$ cat src/rtl/game2048_ctrl.sv
// Turn sequencer for the 2048 game: key accept, move/merge handshake, random tile spawn, win/lose check.
// Optional macro GAME2048_KEEP_PLAYING_EN lets the player continue from the win state.
module game2048_ctrl #(
  parameter logic [15:0] LFSR_SEED   = 16'hACE1,
  parameter int unsigned SCORE_W     = 20,
  parameter int unsigned FOUR_THRESH = 2
) (
  input  logic               clk,
  input  logic               rst,
  input  logic [3:0]         direction,
  input  logic               merge_moved,
  input  logic [SCORE_W-1:0] merge_score,
  input  logic [15:0]        empty_mask,
  input  logic               win_flag,
  input  logic               can_move,
  output logic [3:0]         move_dir,
  output logic               board_clear,
  output logic               board_load,
  output logic               spawn_en,
  output logic [3:0]         spawn_idx,
  output logic               spawn_four,
  output logic [SCORE_W-1:0] score,
  output logic [1:0]         game_state,
  output logic               busy
);

  localparam logic [2:0] S_START = 3'd0;
  localparam logic [2:0] S_IDLE  = 3'd1;
  localparam logic [2:0] S_MOVE  = 3'd2;
  localparam logic [2:0] S_SPAWN = 3'd3;
  localparam logic [2:0] S_CHECK = 3'd4;
  localparam logic [2:0] S_WIN   = 3'd5;
  localparam logic [2:0] S_LOSE  = 3'd6;

  localparam logic [1:0] GS_NONE = 2'b00;
  localparam logic [1:0] GS_PLAY = 2'b01;
  localparam logic [1:0] GS_WIN  = 2'b10;
  localparam logic [1:0] GS_LOSE = 2'b11;

  // An all-zero seed would lock the LFSR up.
  localparam logic [15:0] SEED   = (LFSR_SEED == 16'h0000) ? 16'h0001 : LFSR_SEED;
  localparam logic [4:0]  FOUR_T = 5'(FOUR_THRESH);

  logic [2:0]         state, state_nxt;
  logic [15:0]        lfsr;
  logic               key_armed, armed_nxt;
  logic [3:0]         ptr, ptr_nxt;
  logic [1:0]         spawn_cnt, cnt_nxt;
  logic [SCORE_W-1:0] score_nxt;
  logic [1:0]         gs_nxt;
  logic [3:0]         dir_nxt;
  logic               busy_nxt;
  logic               clear_c, load_c, spawn_c;
  logic               key_onehot, accept;
  logic               win_hit;
  logic [SCORE_W:0]   score_sum;
`ifdef GAME2048_KEEP_PLAYING_EN
  logic               win_seen, win_seen_nxt;
`endif

  assign key_onehot = (direction != 4'd0) && ((direction & (direction - 4'd1)) == 4'd0);
  assign accept     = key_onehot && key_armed;
  assign score_sum  = {1'b0, score} + {1'b0, merge_score};

`ifdef GAME2048_KEEP_PLAYING_EN
  assign win_hit = win_flag && !win_seen;
`else
  assign win_hit = win_flag;
`endif

  // Pulses are decoded from the registered state and masked during reset.
  assign board_clear = clear_c & ~rst;
  assign board_load  = load_c  & ~rst;
  assign spawn_en    = spawn_c & ~rst;
  assign spawn_idx   = ptr;
  assign spawn_four  = ({1'b0, lfsr[7:4]} < FOUR_T);

  // Next-state and datapath control
  always_comb begin
    state_nxt = state;
    armed_nxt = key_armed | (direction == 4'd0);
    ptr_nxt   = ptr;
    cnt_nxt   = spawn_cnt;
    score_nxt = score;
    gs_nxt    = game_state;
    dir_nxt   = move_dir;
    clear_c   = 1'b0;
    load_c    = 1'b0;
    spawn_c   = 1'b0;
`ifdef GAME2048_KEEP_PLAYING_EN
    win_seen_nxt = win_seen;
`endif

    case (state)
      S_START: begin
        clear_c   = 1'b1;
        cnt_nxt   = 2'd2;
        ptr_nxt   = lfsr[3:0];
        state_nxt = S_SPAWN;
      end
      S_IDLE: begin
        if (accept) begin
          dir_nxt   = direction;
          armed_nxt = 1'b0;
          state_nxt = S_MOVE;
        end
      end
      S_MOVE: begin
        if (merge_moved) begin
          load_c    = 1'b1;
          score_nxt = score_sum[SCORE_W] ? {SCORE_W{1'b1}} : score_sum[SCORE_W-1:0];
          cnt_nxt   = 2'd1;
          ptr_nxt   = lfsr[3:0];
          state_nxt = S_SPAWN;
        end else begin
          state_nxt = S_IDLE;
        end
      end
      S_SPAWN: begin
        if (empty_mask == 16'h0000) begin
          state_nxt = S_CHECK;
        end else if (empty_mask[ptr]) begin
          spawn_c = 1'b1;
          cnt_nxt = spawn_cnt - 2'd1;
          if (spawn_cnt == 2'd1) begin
            state_nxt = S_CHECK;
          end else begin
            ptr_nxt = lfsr[3:0];
          end
        end else begin
          ptr_nxt = ptr + 4'd1;
        end
      end
      S_CHECK: begin
        if (win_hit) begin
          state_nxt = S_WIN;
`ifdef GAME2048_KEEP_PLAYING_EN
          win_seen_nxt = 1'b1;
`endif
        end else if (!can_move) begin
          state_nxt = S_LOSE;
        end else begin
          state_nxt = S_IDLE;
        end
      end
      S_WIN: begin
`ifdef GAME2048_KEEP_PLAYING_EN
        if (accept) begin
          dir_nxt   = direction;
          armed_nxt = 1'b0;
          gs_nxt    = GS_PLAY;
          state_nxt = S_MOVE;
        end
`else
        state_nxt = S_WIN;
`endif
      end
      S_LOSE: begin
        state_nxt = S_LOSE;
      end
      default: begin
        state_nxt = S_START;
      end
    endcase

    // game_state tracks the resting states only, so it stays 00 through the opening sequence.
    if (state_nxt == S_IDLE) begin
      gs_nxt = GS_PLAY;
    end else if (state_nxt == S_WIN) begin
      gs_nxt = GS_WIN;
    end else if (state_nxt == S_LOSE) begin
      gs_nxt = GS_LOSE;
    end

    busy_nxt = (state_nxt == S_START) || (state_nxt == S_MOVE) ||
               (state_nxt == S_SPAWN) || (state_nxt == S_CHECK);
  end

  // State and output registers
  always_ff @(posedge clk) begin
    if (rst) begin
      state      <= S_START;
      lfsr       <= SEED;
      key_armed  <= 1'b0;
      ptr        <= 4'd0;
      spawn_cnt  <= 2'd0;
      score      <= '0;
      game_state <= GS_NONE;
      move_dir   <= 4'd0;
      busy       <= 1'b1;
`ifdef GAME2048_KEEP_PLAYING_EN
      win_seen   <= 1'b0;
`endif
    end else begin
      state      <= state_nxt;
      lfsr       <= {lfsr[14:0], lfsr[15] ^ lfsr[13] ^ lfsr[12] ^ lfsr[10]};
      key_armed  <= armed_nxt;
      ptr        <= ptr_nxt;
      spawn_cnt  <= cnt_nxt;
      score      <= score_nxt;
      game_state <= gs_nxt;
      move_dir   <= dir_nxt;
      busy       <= busy_nxt;
`ifdef GAME2048_KEEP_PLAYING_EN
      win_seen   <= win_seen_nxt;
`endif
    end
  end

endmodule

$ cat config.mk
export PLATFORM = sky130hd
export DESIGN_NAME = game2048_ctrl
export DESIGN_NICKNAME = d
export VERILOG_FILES = /design/src/rtl/game2048_ctrl.sv
export SDC_FILE = /design/constraint.sdc
export NUM_CORES = 1
export LEC_CHECK = 0
export CORE_ASPECT_RATIO = 0.5
export CORE_MARGIN = 3
export CORE_UTILIZATION = 45
export DETAILED_ROUTE_END_ITERATION = 16
export GPL_TIMING_DRIVEN = 0
export PLACE_DENSITY = 0.79
export SLEW_MARGIN = 20
export SYNTH_ARGS = -nofsm -noshare
export SYNTH_HDL_FRONTEND = slang
export SYNTH_SLANG_ARGS = --single-unit
$ cat constraint.sdc
create_clock -name clk -period 2.3 [get_ports clk]
set_input_delay 0.23 -clock clk [delete_from_list [all_inputs] [get_ports clk]]
set_output_delay 0.23 -clock clk [all_outputs]
set_load 0.01 [all_outputs]
# --- Yosys cells after proc, flatten, opt, wreduce, memory -nomap -nowiden ---
# Cells that the tools add are included.
word_totals:
  wordCells: 92
  output_inout_bits: 35
  inputBits: 45
  regBits: 53
classes:
  eq_ne: 17
  n_mux: 31
  n_bitwise: 9
  reduce_logical: 19
  addsub: 4
  order_cmp: 2
ops:
  columns: ["operator", "count"]
  rows:
  - ["20-bit by 20-bit adder with 21-bit output", 1]
  - ["3-bit one-hot mux with 7 select lines", 1]
  - ["20-bit 2-to-1 mux", 1]
  - ["3-bit equality test, second input constant", 6]
  - ["3-bit 2-to-1 mux", 6]
  - ["16-bit logical NOT", 1]
  - ["4-bit 2-to-1 mux", 4]
  - ["3-bit by 2-bit equality test with 1-bit output, second input constant", 4]
  - ["2-bit 2-to-1 mux", 6]
  - ["4-bit one-hot mux with 3 select lines", 1]
  - ["1-bit 2-to-1 mux", 10]
  - ["4-bit logical NOT", 2]
  - ["4-bit AND reduction", 2]
  - ["3-bit by 1-bit equality test with 1-bit output, second input constant", 2]
  - ["3-bit logical NOT", 2]
  - ["2-bit inequality test, second input constant", 3]
  - ["2-bit one-hot mux with 3 select lines", 1]
  - ["3-bit nonzero test", 2]
  - ["4-bit by 5-bit less-than comparator with 1-bit output, second input constant", 1]
  - ["4-bit by 1-bit adder with 4-bit output, second input constant", 1]
  - ["4-bit bitwise AND", 1]
  - ["1-bit binary-select mux with 4-bit select", 1]
  - ["4-bit by 2-bit less-than comparator with 1-bit output, second input constant", 1]
  - ["2-bit AND reduction", 2]
  - ["other kinds (13)", 20]

# --- Depth between registers and ports, before layout ---
# Gate-level depths: netlist of run 1.
logic_depth:
  ltp_word: 11
  mapped_depth: 12
  depth_no_buf: 11

# --- Worst setup path after synthesis of run 1 ---
# No wires, ideal clock.
synth_timing:
  path_kind: "register to register"
  start: "register score[0]"
  end: "register score[10]"
  synth_period_minus_slack_ns: 2.511
  setup_ns: 0.086
  n_path_buf: 1
  path_slack_ns: -0.211
  required_time_ns: 2.214
  path_stages_with_launch: 13
  arrival_ns: 2.426
  path_cell_list: "dfxtp_1 > ha_1 > inv_1 > fa_1 > nor2b_1 > nor2_1 > o211ai_1 > o221ai_2 > o21ai_2 > a221o_2 > a21boi_4 > buf_6 > a211oi_1"
synth_via:
  elab_chain_cells: 2
synth_rtl:
  columns: ["item", "line", "text"]
  rows:
  - ["start: declaration", "22", "output logic [SCORE_W-1:0] score,"]
  - ["start signal: assignment", "200", "score <= score_nxt;"]
  - ["20-bit by 20-bit adder with 21-bit output", "63", "assign score_sum = {1'b0, score} + {1'b0, merge_score};"]
  - ["20-bit 2-to-1 mux", "111", "score_nxt = score_sum[SCORE_W] ? {SCORE_W{1'b1}} : score_sum[SCORE_W-1:0];"]
# Every way passes these cells.
# A chain may end at the register's enable or synchronous reset.

# --- Worst setup path after layout of run 1 ---
layout_timing:
  start: "register score[0]"
  end: "register score[9]"
# The elaborated chain is that of the path after synthesis.

==> results.py, run 1 <==
metrics = {
    "global_route": {
        "grt_pass1_wl_um": 13110,
        "track_usage_pct": 18.91,
        "grt_max_degree": 19,
        "grt_pass1_vias": 2830,
        "antenna_found_initial": 0,
        "grt_overflow_total": 0,
    },
    "power": {
        "clkPwrFrac_pct": 29.6,
        "power.share.switching_pct": 30.66,
        "pwr-share-seq_pct": 39.2,
        "p_leak_uw": 0.001842,
        "switchingPower_uw": 807.7,
        "p_comb_share_pct": 31.2,
        "p_int_uw": 1827,
        "finalPower_uw": 2634,
        "power_density_mw_per_mm2": 560.7,
        "ir_worst_vdd_mv": 0.4328,
    },
    "timing": {
        "worstMarginPinSlew_ns": 0.7328,
        "hold_slack_ns": 0.1686,
        "final-max-slew-violation-count": 0,
        "clock_skew_ns": 0.005336,
        "max_freq_ghz": 0.4099,
        "hold_violations": 0,
        "maxSlewHeadroom_pct": 50.88,
        "setup_tns_ns": -2.191,
        "rsz0062_at_grt": "yes",
        "finalCritPeriodShare_pct": 106.1,
        "postLayoutSetupSlackWorst_ns": -0.1393,
        "fin_crit_ns": 2.439,
        "finalSetupViolCount": 19,
    },
    "clock_network": {
        "cts_buffers": 5,
        "ctsLongestPathBuffers": 2,
        "htree_levels": 2,
        "clk_latency_ns": 0.29,
        "cts_tree": "done",
        "ctsRootBufferMaster": "clkbuf_16",
        "cts.clk_slew.worst_paths_ns": 0.08,
        "cts.sinks": 53,
    },
    "final_layout": {
        "diodes": 0,
        "area_growth_pct": 44.53,
        "nets": 545,
        "fin_area_mm2": 0.004698,
        "drive_gt1_share_pct": 21.76,
        "multi_input_area_mm2": 0.002252,
        "final-seq-area_mm2": 0.001071,
        "fillCellCount": 553,
    },
    "detailed_routing": {
        "vias": 3099,
        "wl_per_cell_um": 14.54,
        "dr.pass1.iters": 5,
        "drc": 0,
        "drtIter0Drc": 162,
        "vias_per_cell": 5.437,
        "ant_nets": 0,
        "wl_um": 8289,
    },
    "run_status": {
        "violations": "setup timing",
        "run_status": "complete, but fails checks",
    },
    "critical_path": {
        "cp.buffers_inverters": 2,
        "cpPeakStageDelay_ns": 0.39,
        "crit_chain": "ha_4 > inv_2 > fa_2 > nor2b_2 > nor2_1 > o211ai_1 > o221ai_2 > o21ai_2 > a221o_2 > a21boi_4 > buf_6 > a211oi_2",
        "reg2reg_to": "score[9]",
        "cp_max_fo": 6,
        "crit_arrival_ns": 2.59,
        "startpoint": "score[0]",
        "cp_num_cells": 12,
        "r2r-start": "score[0]",
        "start_kind": "flip-flop",
        "r2r_cells": 12,
        "crit_type": "flip-flop to flip-flop",
        "critical-path-top-delay-family": "compound AO/OA/AOI/OAI gates",
        "rrSetupSlack_ns": -0.14,
        "crit_required_ns": 2.45,
        "cp-endpoint": "score[9]",
        "crit_path_end_kind": "flip-flop",
        "cp_slowest_cell": "a221o_2",
    },
    "synth": {
        "synth_simple_gate_area_share_pct": 21.32,
        "syn_inst": 370,
        "yosysMostFrequentCell": "dfxtp_1",
        "synthArstFlopShare_pct": 0,
        "synth_area_mm2": 0.003251,
        "ys_warn_count": 0,
        "synth_nets": 438,
        "yosysTopAreaCell": "dfxtp_1",
        "synthAdderAreaFrac_pct": 9.084,
        "synth-xor-area-share_pct": 5.389,
        "synth_top_area_share_pct": 32.64,
        "netlist_top_cells_count": "dfxtp_1, nor2_1, ha_1",
        "synth.distinct_cells": 65,
        "synthTopCellsByArea": "dfxtp_1, ha_1, nor2_1",
        "ys_ff_latch": 53,
        "syn_avg_cell_area_um2": 8.785,
        "synthMuxAreaShare_pct": 5.504,
        "synth_edf_count": 0,
        "synth_flop_cell": "dfxtp_1",
        "synth-compound-area-share_pct": 21.59,
        "yosysSeqAreaShare_pct": 32.64,
        "synth_top_family_by_area": "compound AO/OA/AOI/OAI gates",
    },
    "placed_design": {
        "dpl_cell_area_mm2": 0.004209,
        "dpl.hpwl_um": 5717,
        "gp_congestion": 0.8520,
        "port_buffers": 78,
    },
    "floorplan": {
        "design.core.area_mm2": 0.006832,
        "die_w_um": 126.2,
        "rows": 21,
        "die_h_um": 66.10,
        "io_pins": 80,
        "dieArea_mm2": 0.008341,
        "initial_core_util_pct": 47.58,
    },
    "min_path": {
        "hold_class": "input pin to flip-flop",
    },
    "job": {
        "max_cap_violations": 0,
    },
}
## stage by stage
stage	std cells	setup WS, ns	utilization, %
2_1_floorplan	370	-0.1255	-
3_3_place_gp	540	-0.8297	61.61
4_1_cts	560	-0.1115	66.83
6_report	570	-0.1393	68.77
3_5_place_dp	540	-0.8205	61.61
5_1_grt	570	-0.2756	68.77
## worst register-to-register path: cells and delay by family (launching register included)
kind                       cells  cell delay (ns)
AOI/OAI and AO/OA              6             1.23
adders and majority gates      2             0.36
buffers and inverters          2             0.24
DFF                            1             0.35
and+or+nand+nor                2             0.14
## placed cells by master, fill, tap and decap left out, drive strengths merged, types with 2 or more instances in the layout
cell and n:
clkdlybuf4s50 67, dfxtp 53, nor2 48, buf 26
a21oi 22, a211oi 22, ha 22, nand3 17
nor2b 16, clkbuf 16, nand2 15, inv 14
mux2i 13, xor2 13, o21ai 12, or2 8
nor4 7, xnor2 7, dlygate4sd2 7, a21o 7
a31oi 6, nor3 5, nand2b 4, o21a 3
nand4 3, a211o 3, o21bai 3, dlymetal6s2s 3
and3 3, nand3b 2, o31ai 2, a221oi 2
a22oi 2, and2 2, mux2 2, a221o 2
a21boi 2
## power by group through the flow
stage / Sequential, uW / Clock, uW / Combinational, uW
2_1_floorplan: 1060 / 0 / 449
3_3_place_gp: 1050 / 0 / 702
3_5_place_dp: 1050 / 0 / 713
4_1_cts: 1030 / 790 / 769
5_1_grt: 1040 / 824 / 899
6_report: 1030 / 779 / 823
## timing repair
action	in CTS	in global routing
hold endpoints to repair	0	0
cloned	1	0
gates resized for setup	33	19
buffers inserted	11	10
pin swaps	10	9
hold buffers	0	0
endpoints found under the setup margin	27	28
## registers in the layout, summed over array words and instances, names as in the netlist
signal / flops
score: 20
lfsr: 16
move_dir: 4
spawn_idx: 4
state: 3
game_state: 2
spawn_cnt: 2
busy: 1
key_armed: 1
## metal layers
| layer | track usage, % | part of all wire [%] | up-vias |
|---|---|---|---|
| li1 | - | - | 1563 |
| met1 | 25.00 | 46 | 1444 |
| met2 | 33.40 | 47 | 88 |
| met3 | 3.387 | 6.0 | 4 |
| met4 | 2.674 | 0.45 | 0 |
| met5 | 0 | 0 | - |
## how the worst min path moves through the flow
stage	endpoint	start	slack, ns	cells after the start
CTS	state[1]	rst	0.17	2
global route	lfsr[14]	rst	0.18	2
floorplan	move_dir[0]	direction[0]	0.38	2
detailed placement	lfsr[10]	lfsr[9]	0.40	1
global placement	lfsr[15]	lfsr[14]	0.39	1
finish	state[1]	rst	0.17	2
## cell families (layout without fill, tap and decap cells)
group           after synthesis  after routing
flops                        53             53
simple gates                135            135
buf+inv                      27            135
compound gates               96             96
mux                          16             16
fa+ha+maj                    23             23
xor+xnor                     20             20
## final cells by class
type	instances	area share, %
flip-flops and latches	53	22.80
multi-input cells	290	47.94
plain buffers	15	2.344
repair buffers	100	20.32
inverters	12	0.9587
clock buffers	5	2.663
clock inverters	3	0.5326
well taps	92	2.450
(Power assumes the default switching activity.)
==> run 2, diff against run 1 <==
- CTS_CLUSTER_DIAMETER: not set -> 40
==> results of run 2 <==
The final DEF is identical to that of run 1; final timing and power are the same.
==> edit 1 (settings of run 1) <==
The option `GAME2048_KEEP_PLAYING_EN` is turned on by a define.
--- a/src/rtl/game2048_ctrl.sv
+++ b/src/rtl/game2048_ctrl.sv
@@ -1,5 +1,7 @@
 // Turn sequencer for the 2048 game: key accept, move/merge handshake, random tile spawn, win/lose check.
 // Optional macro GAME2048_KEEP_PLAYING_EN lets the player continue from the win state.
+`define GAME2048_KEEP_PLAYING_EN
+
 module game2048_ctrl #(
   parameter logic [15:0] LFSR_SEED   = 16'hACE1,
   parameter int unsigned SCORE_W     = 20,
Check against the original RTL: not equivalent (Yosys sat finds a counterexample within 10 cycles, from zero or initial values and one cycle with rst high).
==> edit 1 against run 1 <==
The run still ends with negative setup slack left; count of clock-buffer cells in the layout stayed put; sequential cell count is 1 higher; non-clock buffer count is 8 lower; critical path type unchanged; die area hardly changed; highest routed layer unchanged; total power is 0.37% lower; synthesized area hardly changed; maximum frequency is 1.1% higher; worst setup slack better by 27 ps; design area is 1.7% lower; via count is 1.3% lower; first-iteration DRC count is 52% higher; routed wire length is 0.52% higher.
==> edit 1: results (changes against run 1) <==
| Metric | Value |
|---|---|
| Final setup margin | -112.5 ps (+26.85 ps) |
| Wirelength per Cell | 14.93 um (+2.7%) |
| Placed cell areas | 4175 sq um (-0.80%) |
| Largest net degree at the start of global routing | 20 (+1) |
| Status | finished, violations left |
| PortBufs | 79 (+1.3%) |
| Syn_nets | 434 (-0.91%) |
| Fill count | 550 (-0.54%) |
| Violated checks | negative setup slack |
| Area share of xor/xnor cells in the synthesized design | 0.04846 (-0.005426) |
| CP Max Fanout | 3 (-3) |
| Worst Tran Pin Value | 696.2 ps (-36.60 ps) |
| DR WL met2 | 4066 um (+4.0%) |
| Drt via density | 5.480 (+0.80%) |
| Worst slack at placement | -618.3 ps (+202.2 ps) |
| Vias | 3058 (-1.3%) |
| Slowest cell on crit path | dfxtp_2 |
| Layout cells sized above 1 | 0.1867 (-0.03088) |
| Lkg Pwr | 1.785 nW (-3.1%) |
| Initial DRC count | 246 (+52%) |
| Hpwl dp | 5875 um (+2.8%) |
| Post-synthesis mux area share | 0.07231 (+0.01727) |
| Synth top area cells | dfxtp_1, ha_1, a211oi_1 |
| Metal-1 WL | 3883 um (+1.1%) |
| Top cell types by occurrence after synthesis | dfxtp_1, nor2_1, a211oi_1, ha_1, nand2_1 |
| GRT Total Usage | 0.1956 (+0.006469) |
| Vias in the first global route | 2960 (+4.6%) |
| Crit path DAT | 2630 ps (+40 ps) |
| Hold Path Class | reg -> reg |
| NetSw | 0.8030 mW (-0.58%) |
| Worst reg2reg path depth | 11 (-1) |
| Pwr Density | 568.2 nW/um^2 (+1.3%) |
| Final setup fails | 17 (-2) |
| Drt first pass iters | 4 (-1) |
| GPL Wtd Cong | 0.7879 (-7.5%) |
| CP peak stage delay | 350 ps (-40 ps) |
| Hold Crit Depth | 1 (-1) |
| Synth Instances | 366 (-1.1%) |
| Sequential area share after synthesis | 0.3323 (+0.005903) |
| Clock power frac | 0.301 (+0.005) |
| Yosys cell types | 58 (-11%) |
| First-pass GRT wire length | 13470 um (+2.7%) |
| NumNets Final | 533 (-2.2%) |
| Met2 Usage GRT | 0.3406 (+0.006614) |
| GR Util met1 | 0.2504 (+0.0003682) |
| Post-Synth Adder-Cell Area | 0.09077 (about the same) |
edit 1: worst reg2reg max path: stages (launching register included):
cell and delay (ps):
dfxtp_2 350, ha_4 130, inv_2 30, fa_2 330, and2b_1 230, o2111ai_2 140
a21boi_2 250, o21ai_4 110, a21oi_4 180, buf_4 130, mux2_4 290, a211oi_2 160
edit 1: through the flow:
| step | hold slack (ps) | TNS (ps) | util |
|---|---|---|---|
| finish | 413.4 | -1201 | 0.6762 |
| CTS | 413.9 | -1380 | 0.6632 |
| global route | 428.9 | -3604 | 0.6762 |
| global placement | 392.7 | -10530 | 0.6112 |
| floorplan | 373.9 | 0 | - |
| detailed placement | 396.7 | -11210 | 0.6112 |
edit 1: path summary, 6_finish.rpt:
path | endpoint | slack [ps] | start
setup / recovery | score[18]$_SDFFE_PP0P_ | -110 | score[0]$_SDFFE_PP0P_
hold / removal | lfsr[15]$_SDFF_PP1_ | 410 | lfsr[14]$_SDFF_PP0_
setup reg to reg | score[18]$_SDFFE_PP0P_ | -110 | score[0]$_SDFFE_PP0P_
hold reg to reg | lfsr[15]$_SDFF_PP1_ | 410 | lfsr[14]$_SDFF_PP0_
edit 1: area by class of cell:
cell class | instances | share of cell area
Inverter | 11 | 0.008938
Buffer | 15 | 0.01733
Timing Repair Buffer | 92 | 0.1945
Clock buffer | 5 | 0.02709
Multi-Input combinational cell | 286 | 0.4865
Tap cell | 92 | 0.02492
Clock inverter | 3 | 0.005688
Sequential cell | 54 | 0.2351
edit 1: timing repair:
item,CTS,global route
endpoints found under the hold margin,0,0
endpoints found under the setup margin,22,24
cloned,1,0
gates resized for setup,37,21
pin swaps,7,6
buffers inserted,7,5
==> edit 2 (config.mk and constraints of run 1) <==
Made on the original files. Make the reset (`rst`) asynchronous in one clocked block.
--- a/src/rtl/game2048_ctrl.sv
+++ b/src/rtl/game2048_ctrl.sv
@@ -177,7 +177,7 @@
   end
 
   // State and output registers
-  always_ff @(posedge clk) begin
+  always_ff @(posedge clk or posedge rst) begin
     if (rst) begin
       state      <= S_START;
       lfsr       <= SEED;
Formal check against the unedited RTL: differs if rst is asserted again (counterexample within 4 cycles, from zero or initial values and one cycle with rst high); with rst held inactive, the same outputs for 10 cycles.
==> edit 2 against run 1 <==
Routed wire length up 13%; sequential cell count unchanged; global-route usage up 2.1 points; synthesized area up 8.0%; the run still ends with negative setup slack left; clock skew up 4.8 ps; design area up 7.6%; worst setup slack worse by 110 ps; maximum frequency down 4.3%.
Power is not compared: it rests on default switching activity, and its combinational part moved more than twofold at a synthesized area within 25%.
==> edit 2: results (changes against run 1) <==
| Metric | Value |
|---|---|
| Status | finished, violations left |
| Violated checks | negative setup slack |
| GRT Total Usage | 0.2099 (+0.02080) |
| Setup Skew | 10.14 ps (+4.806 ps) |
| CP peak stage delay | 410 ps (+20 ps) |
| Yosys cell types | 66 (+1.5%) |
| Worst slack at placement | -882.4 ps (-61.87 ps) |
| Drt via density | 5.707 (+5.0%) |
| Synth top area cells | dfrtp_1, ha_1, dfstp_2 |
| Hpwl dp | 6221 um (+8.8%) |
| Routed wire length | 9404 um (+13%) |
| Setup tns final | -2403 ps (-211.3 ps) |
| Largest net degree at the start of global routing | 54 (+35) |
| PortBufs | 79 (+1.3%) |
| CP Max Fanout | 4 (-2) |
| Final setup margin | -247.9 ps (-108.6 ps) |
| Drt first pass iters | 4 (-1) |
| First-pass GRT wire length | 14760 um (+13%) |
| Mapped Avg Cell Area | 9.756 sq um (+11%) |
| Hold Path Class | reg -> reg |
| Initial DRC count | 276 (+70%) |
| Sequential area share after synthesis | 0.3808 (+0.05443) |
| Crit path DAT | 2740 ps (+150 ps) |
| Finished Layout Cells | 583 (+2.3%) |
| Placed cell areas | 4462 sq um (+6.0%) |
| Placed instance count | 547 (+1.3%) |
| Worst-Skew Late Latency | 310 ps (+20 ps) |
| Final setup fails | 19 (unchanged) |
| Vias in the first global route | 3168 (+12%) |
| Rel. slew slack | 0.5665 (+0.05764) |
| Main synth FF type | dfrtp_1 |
| GPL Wtd Cong | 0.8953 (+5.1%) |
| Top cell types by occurrence after synthesis | dfrtp_1, nor2_1, a21oi_1, ha_1, inv_1 |
| NumNets Final | 542 (-0.55%) |
## edit 2: changes by cell type after synthesis, moves of 9 or more
cell	delta
a211oi_1	-11
a21oi_1	+10
dfrtp_1	+44
dfstp_2	+9
dfxtp_1	-53
mux2i_1	-9
nand3_1	-14
nor2_1	-12
nor2b_1	-12
## edit 2: path summary, 6_finish.rpt
path                                  startpoint                    end  slack, ps  depth (start not counted)
max                        score[13]$_DFFE_PP0P_   score[9]$_DFFE_PP0P_       -250                          8
min                           lfsr[14]$_DFF_PP0_     lfsr[15]$_DFF_PP1_        340                          0
min reg2reg                   lfsr[14]$_DFF_PP0_     lfsr[15]$_DFF_PP1_        340                          0
max in group asynchronous                    rst  score[14]$_DFFE_PP0P_       1290                          2
min in group asynchronous                    rst   score[2]$_DFFE_PP0P_        570                          2
max reg2reg                score[13]$_DFFE_PP0P_   score[9]$_DFFE_PP0P_       -250                          8
## edit 2: routing by layer
layer / vias up / wire length [um] / track usage
li1: 1601 / - / -
met1: 1614 / 4107 / 0.2769
met2: 100 / 4584 / 0.3585
met3: 12 / 576 / 0.04209
met4: 0 / 136 / 0.05385
met5: - / 0 / 0
## edit 2: layout make-up
type	instances	area [sq um]
clock buffer	6	138.9
clock inverter	2	41.29
sequential	53	1338
inverter	18	70.07
tap	108	135.1
multi-input combinational	277	2242
buffer	8	46.29
timing repair buffer	111	1046
fill	592	2402
## edit 2: power breakdown
group | switching [mW] | leakage [nW] | internal (mW)
clock | 0.376 | 0.0890 | 0.552
combinational | 2.06 | 1.43 | 2.16
sequential | 0.247 | 0.606 | 1.23
## edit 2: cells by family (layout without fill, tap and decap cells)
logic type,count (synthesis),after routing,share of synthesized area
AOI/OAI and AO/OA,122,122,0.2501
and+or+nand+nor,102,102,0.1450
DFF,53,53,0.3808
buffers and inverters,30,145,0.03491
adders and majority gates,23,23,0.08407
muxes,16,16,0.07018
xor gates and xnor gates,14,14,0.03491
## edit 2: through the flow
step	utilization	hold WS, ps
2_1_floorplan	-	331.2
3_3_place_gp	0.5978	332.9
3_5_place_dp	0.5981	335.5
4_1_cts	0.6573	350.4
5_1_grt	0.6780	355.4
6_report	0.6780	344.8
## edit 2: timing repair
item                       4_1_cts  5_1_grt
setup endpoints to repair       25       27
gates cloned                     1        0
setup buffers                   25        8
pin swaps                       14       18
gates resized for setup         40       26
